### src/rtl/player_pkt_tx_if.sv
// ============================================================================
// player_pkt_tx_if : byte-wide valid/ready stream toward the UART transmitter
// Revision 1.0
// ============================================================================
`default_nettype none

interface player_pkt_tx_if;
  logic [7:0] tx_data;
  logic       tx_valid;
  logic       tx_ready;

  modport master (output tx_data, output tx_valid, input  tx_ready);
  modport slave  (input  tx_data, input  tx_valid, output tx_ready);
endinterface

`default_nettype wire

### src/rtl/player_pkt_tx.sv
// ============================================================================
// player_pkt_tx : snapshots local player state and sends it as an 8-byte
//                 packet (sync byte, payload, XOR checksum) once per frame tick
// Revision 1.0
// ============================================================================
`default_nettype none

module player_pkt_tx #(
  parameter logic [7:0] SYNC_BYTE = 8'hA5,
  parameter int         PKT_LEN   = 8
) (
  input  wire logic        clk,
  input  wire logic        rst,
  input  wire logic        send_tick,
  input  wire logic [11:0] char_x,
  input  wire logic [11:0] char_y,
  input  wire logic [3:0]  current_health,
  input  wire logic [3:0]  char_aggro,
  input  wire logic [6:0]  boss_hp,
  input  wire logic [1:0]  char_class,
  input  wire logic        flip_h,
  input  wire logic        game_start,
  player_pkt_tx_if.master  tx,
  output logic             busy,
  output logic             pkt_sent,
  output logic             tick_overrun
);

  localparam logic [2:0] LAST_IDX = 3'(PKT_LEN - 1);

  typedef enum logic [0:0] {
    IDLE = 1'b0,
    SEND = 1'b1
  } state_t;

  state_t     state_q;
  logic [2:0] byte_idx_q;
  logic       pending_q;
  logic [7:0] tx_data_q;
  logic       tx_valid_q;
  logic       pkt_sent_q;
  logic       tick_overrun_q;
  logic [7:0] pkt_q [1:7];
  logic [7:0] pkt_d [1:7];
  logic       xfer_last;

  // Payload bytes B1..B7 as they would be captured this cycle; B0 is the constant sync.
  always_comb begin
    pkt_d[1] = char_x[11:4];
    pkt_d[2] = {char_x[3:0], char_y[11:8]};
    pkt_d[3] = char_y[7:0];
    pkt_d[4] = {current_health, char_aggro};
    pkt_d[5] = {flip_h, boss_hp};
    pkt_d[6] = {game_start, 5'b00000, char_class};
    pkt_d[7] = pkt_d[1] ^ pkt_d[2] ^ pkt_d[3] ^ pkt_d[4] ^ pkt_d[5] ^ pkt_d[6];
  end

  assign xfer_last = (state_q == SEND) && tx.tx_ready && (byte_idx_q == LAST_IDX);

  always_ff @(posedge clk) begin
    if (rst) begin
      state_q        <= IDLE;
      byte_idx_q     <= 3'd0;
      pending_q      <= 1'b0;
      tx_data_q      <= 8'h00;
      tx_valid_q     <= 1'b0;
      pkt_sent_q     <= 1'b0;
      tick_overrun_q <= 1'b0;
      pkt_q          <= '{default: 8'h00};
    end else begin
      pkt_sent_q     <= 1'b0;
      tick_overrun_q <= 1'b0;
      case (state_q)
        IDLE: begin
          if (send_tick) begin
            pkt_q      <= pkt_d;
            byte_idx_q <= 3'd0;
            tx_data_q  <= SYNC_BYTE;
            tx_valid_q <= 1'b1;
            state_q    <= SEND;
          end
        end
        SEND: begin
          // Only one request queues; a tick on the final transfer is consumed by the restart.
          if (send_tick && !xfer_last) begin
            if (pending_q) tick_overrun_q <= 1'b1;
            else           pending_q      <= 1'b1;
          end
          if (tx.tx_ready) begin
            if (byte_idx_q != LAST_IDX) begin
              byte_idx_q <= byte_idx_q + 3'd1;
              tx_data_q  <= pkt_q[byte_idx_q + 3'd1];
            end else begin
              pkt_sent_q <= 1'b1;
              if (pending_q || send_tick) begin
                pkt_q      <= pkt_d;
                pending_q  <= 1'b0;
                byte_idx_q <= 3'd0;
                tx_data_q  <= SYNC_BYTE;
              end else begin
                tx_valid_q <= 1'b0;
                tx_data_q  <= 8'h00;
                state_q    <= IDLE;
              end
            end
          end
        end
      endcase
    end
  end

  assign tx.tx_data   = tx_data_q;
  assign tx.tx_valid  = tx_valid_q;
  assign busy         = (state_q == SEND);
  assign pkt_sent     = pkt_sent_q;
  assign tick_overrun = tick_overrun_q;

endmodule

`default_nettype wire
### src/flat_wrapper.sv
// flat-port wrapper written by rule: the top's interface ports become plain ports
module player_pkt_tx_flat 
#(
  parameter logic [7:0] SYNC_BYTE = 8'hA5,
  parameter int         PKT_LEN   = 8
)
  (clk, rst, send_tick, char_x, char_y, current_health, char_aggro, boss_hp, char_class, flip_h, game_start, busy, pkt_sent, tick_overrun, tx_tx_data, tx_tx_valid, tx_tx_ready);
  player_pkt_tx_if tx_i ();
  input  wire logic clk;
  input  wire logic rst;
  input  wire logic send_tick;
  input  wire logic [11:0] char_x;
  input  wire logic [11:0] char_y;
  input  wire logic [3:0] current_health;
  input  wire logic [3:0] char_aggro;
  input  wire logic [6:0] boss_hp;
  input  wire logic [1:0] char_class;
  input  wire logic flip_h;
  input  wire logic game_start;
  output logic busy;
  output logic pkt_sent;
  output logic tick_overrun;
  output wire logic [$bits(tx_i.tx_data)-1:0] tx_tx_data;
  output wire logic [$bits(tx_i.tx_valid)-1:0] tx_tx_valid;
  input wire logic [$bits(tx_i.tx_ready)-1:0] tx_tx_ready;
  assign tx_tx_data = tx_i.tx_data;
  assign tx_tx_valid = tx_i.tx_valid;
  assign tx_i.tx_ready = tx_tx_ready;
  player_pkt_tx #(.SYNC_BYTE(SYNC_BYTE), .PKT_LEN(PKT_LEN)) u_core (.clk(clk), .rst(rst), .send_tick(send_tick), .char_x(char_x), .char_y(char_y), .current_health(current_health), .char_aggro(char_aggro), .boss_hp(boss_hp), .char_class(char_class), .flip_h(flip_h), .game_start(game_start), .tx(tx_i), .busy(busy), .pkt_sent(pkt_sent), .tick_overrun(tick_overrun));
endmodule
### config.mk
export PLATFORM = sky130hd
export DESIGN_NAME = player_pkt_tx_flat
export DESIGN_NICKNAME = d
export VERILOG_FILES = /design/src/rtl/player_pkt_tx_if.sv /design/src/rtl/player_pkt_tx.sv /design/src/flat_wrapper.sv
export SDC_FILE = /design/constraint.sdc
export NUM_CORES = 1
export LEC_CHECK = 0
export BUFFER_PORTS_ARGS = -buffer_cell sky130_fd_sc_hd__clkbuf_2
export CORE_AREA = 5 5 87 122
export CTS_CLUSTER_SIZE = 12
export DETAILED_ROUTE_END_ITERATION = 6
export DIE_AREA = 0 0 92 127
export GPL_TIMING_DRIVEN = 0
export PLACE_DENSITY = 0.59
export SLEW_MARGIN = 0
export SYNTH_ARGS = -nofsm -noshare
export SYNTH_HDL_FRONTEND = slang
export SYNTH_SLANG_ARGS = --single-unit
### constraint.sdc
create_clock -name clk -period 1.8 [get_ports clk]
set_input_delay 0.36 -clock clk [delete_from_list [all_inputs] [get_ports clk]]
set_output_delay 0.36 -clock clk [all_outputs]
set_load 0.02 [all_outputs]
==> run_results.csv <==
group,metric,value,unit
setup_path,critical_path_required,2.01,ns
global_routing,grt_pass1_wl,14.7,mm
run_status,status,"finished clean",
run,maxCapViolCount,0,
floorplan,initial_utilization,34.2,%
timing,fin_crit,1.74,ns
timing,maxSlewHeadroom,59.0,%
timing,worst_pin_slew,0.616,ns
setup_path,slowest_stage,"mux4_2",
clock_tree,cts-root-buf,"clkbuf_16",
timing,rsz0062_at_grt,"false",
setup_path,path_delay_family,"multiplexers",
setup_path,critical_path_buf_inv_count,1,
final_layout,num_antenna_cells,0,
place,gp_congestion,0.793,
place,dp_hpwl,6.68,mm
final_layout,final_nets,498,
route,dr.pass1.iters,4,
clock_tree,cts.clk_slew.worst_paths,0.05,ns
yosys,syn_nets,427,
timing,timing.final.crit_share,96.5,%
route,wl,9.13,mm
yosys,ys_seq_elements,67,
power,p_leak,1.60,nW
floorplan,rows,42,
setup_path,startpoint_type,"register",
power,power.total,3.98,mW
clock_tree,cts_sinks,67,
yosys,yosys_warnings,0,
global_routing,grt_usage,16.2,%
setup_path,path_max_fanout,5,
power,peakVddDrop,0.000482,V
place,dp_cells,544,
setup_path,crit_path_cell_trace,"ha_4 > buf_2 > mux4_2 > o21ai_0 > o21ai_0",
timing,final.setup_skew,0.00480,ns
route,wl_per_cell,16.2,µm
floorplan,die_x,92,µm
place,io_buffers,56,
final_layout,layout_common_cells,"101 x nand2_1, 67 x dfxtp_1, 56 x clkbuf_2, 54 x a21oi_1, 20 x xnor2_1",
route,drc,0,
worst_hold_path,worstHoldPathType,"input port to register",
final_layout,synthToLayoutAreaGrowth,24.7,%
yosys,synthCells,378,
route,vias,2867,
timing,clock.fmax,0.576,GHz
timing,finalHoldViolations,0,
clock_tree,cts_made_buffers,9,
setup_path,critical_path.max_stage_delay,0.55,ns
yosys,syn_area,3200,µm²
setup_path,critPathCaptureType,"register",
clock_tree,cts_max_level,3,
yosys,avgSynthCellArea,8.45,µm²
final_layout,finalNonFillerCells,564,
timing,slew_violations,0,
global_routing,antenna_found_initial,0,
final_layout,drive_gt1_share,24.2,%
route,ant_nets,0,
clock_tree,cts_tree,"yes",
power,powerDensity,998,nW/µm²
clock_tree,clk_latency,0.33,ns
floorplan,die_y,127,µm
yosys,yosysUniqueCellTypes,39,
global_routing,grt_pass1_vias,2888,
floorplan,io_pins,59,
yosys,yosysSeqAreaShare,42.0,%
floorplan,core_area,9350,µm²
floorplan,die-area,11700,µm²
clock_tree,clockBufferDepth,2,
global_routing,grt_max_degree,12,
setup_path,critPathKind,"register to register",
route,via_per_inst,5.08,
final_layout,final_common_cell,"nand2_1",
setup_path,arrival,1.94,ns
global_routing,overflow,0,
setup_path,cp_common_cell,"o21ai_0",
route,first_iter_violations,199,
timing,finalSetupViolations,0,
==> cell usage after synthesis <==
cell / instances / area share (%)
nand2_1: 101 / 12
dfxtp_1: 67 / 42
a21oi_1: 54 / 8.5
xnor2_1: 20 / 5.5
nor2_1: 18 / 2.1
o21ai_0: 14 / 2.2
mux2i_1: 11 / 3.4
buf_2: 9 / 1.4
clkbuf_1: 9 / 1.1
buf_4: 7 / 1.6
a31oi_1: 6 / 1.2
xnor3_1: 5 / 3.5
xor2_1: 5 / 1.4
a211oi_1: 4 / 0.94
inv_1: 4 / 0.47
mux2_2: 4 / 1.4
nand3_1: 4 / 0.63
o22ai_1: 4 / 0.78
a221o_1: 3 / 0.94
a311oi_1: 3 / 0.82
nand2b_1: 3 / 0.59
a32o_1: 2 / 0.63
buf_6: 2 / 0.70
ha_1: 2 / 0.78
mux4_2: 2 / 1.4
nor2b_1: 2 / 0.39
a21o_1: 1 / 0.24
a21oi_2: 1 / 0.27
a21oi_4: 1 / 0.51
a31o_2: 1 / 0.27
mux2_4: 1 / 0.47
nand2_2: 1 / 0.20
nand3b_1: 1 / 0.24
nand4b_1: 1 / 0.27
o2111ai_1: 1 / 0.27
o221ai_1: 1 / 0.27
o311ai_0: 1 / 0.27
o31ai_1: 1 / 0.24
o32ai_1: 1 / 0.27
==> where the power goes <==
part / switching [mW] / internal [mW] / leakage, nW
sequential: 0.0519 / 1.58 / 0.550
combinational: 0.350 / 0.280 / 0.909
clock: 0.615 / 1.10 / 0.145
==> layer usage <==
metal | vias up | GRT usage (%) | share of wire [%] | wire [µm]
met5 | - | 0 | 0 | 0
met4 | 0 | 6.74 | 2.1 | 193
met3 | 14 | 3.29 | 4.4 | 400
met2 | 66 | 29.5 | 52 | 4780
met1 | 1346 | 18.3 | 41 | 3750
li1 | 1441 | - | - | -
==> worst paths after layout <==
check,depth (start not counted),slack [ns],from,endpoint
hold / removal,3,0.27,char_y[2],u_core.pkt_q[34]
setup / recovery,5,0.06,u_core.byte_idx_q[1],u_core.tx.tx_data[1]
setup reg to reg,5,0.06,u_core.byte_idx_q[1],u_core.tx.tx_data[1]
hold reg to reg,2,0.45,u_core.pkt_q[53],u_core.pkt_q[53]
==> flip-flops by register name, summed over array words and instances, names as in the netlist <==
signal / cells
u_core.busy: 1
u_core.byte_idx_q: 3
u_core.pending_q: 1
u_core.pkt_q: 51
u_core.pkt_sent: 1
u_core.tick_overrun: 1
u_core.tx.tx_data: 8
u_core.tx.tx_valid: 1
==> area by class of cell <==
class | instances | area, µm²
plain buffers | 27 | 169
clock buffers | 11 | 243
clock inverters | 5 | 52.6
fillers | 974 | 5370
inverters | 4 | 15.0
multi-input cells | 280 | 1720
flip-flops and latches | 67 | 1340
well taps | 110 | 138
repair buffers | 60 | 308
==> worst min-delay path: stages <==
cell	delay (ns)
clkbuf_2	0.09
nand2_1	0.05
a21oi_1	0.05
==> stage by stage <==
stage | worst slack (ns) | util, % | instance area [µm²] | hold WS (ns) | TNS, ns
3_5_place_dp | -0.179 | 38.6 | 3610 | 0.447 | -0.515
3_3_place_gp | -0.154 | 38.6 | 3610 | 0.439 | -0.469
2_1_floorplan | 0.126 | - | 3200 | 0.428 | 0
4_1_cts | 0.0170 | 42.3 | 3950 | 0.267 | 0
5_1_grt | 0.00531 | 42.6 | 3990 | 0.282 | 0
6_report | 0.0626 | 42.6 | 3990 | 0.275 | 0
==> timing repair <==
item | CTS | global route
setup endpoints to repair | 20 | 55
gates cloned | 1 | 0
resized for setup | 6 | 9
hold buffers | 0 | 0
pin swaps | 2 | 2
buffers inserted | 2 | 1
==> kinds of logic after synthesis <==
family                   share of synthesized area [%]
adder cells (fa/ha/maj)                          0.783
AO/OA/AOI/OAI                                     18.6
buffers and inverters                             5.29
XOR/XNOR                                          10.4
multiplexers                                      6.73
AND/OR/NAND/NOR                                   16.3
flip-flops                                        42.0
No activity file was read; power rests on OpenSTA's default activity.
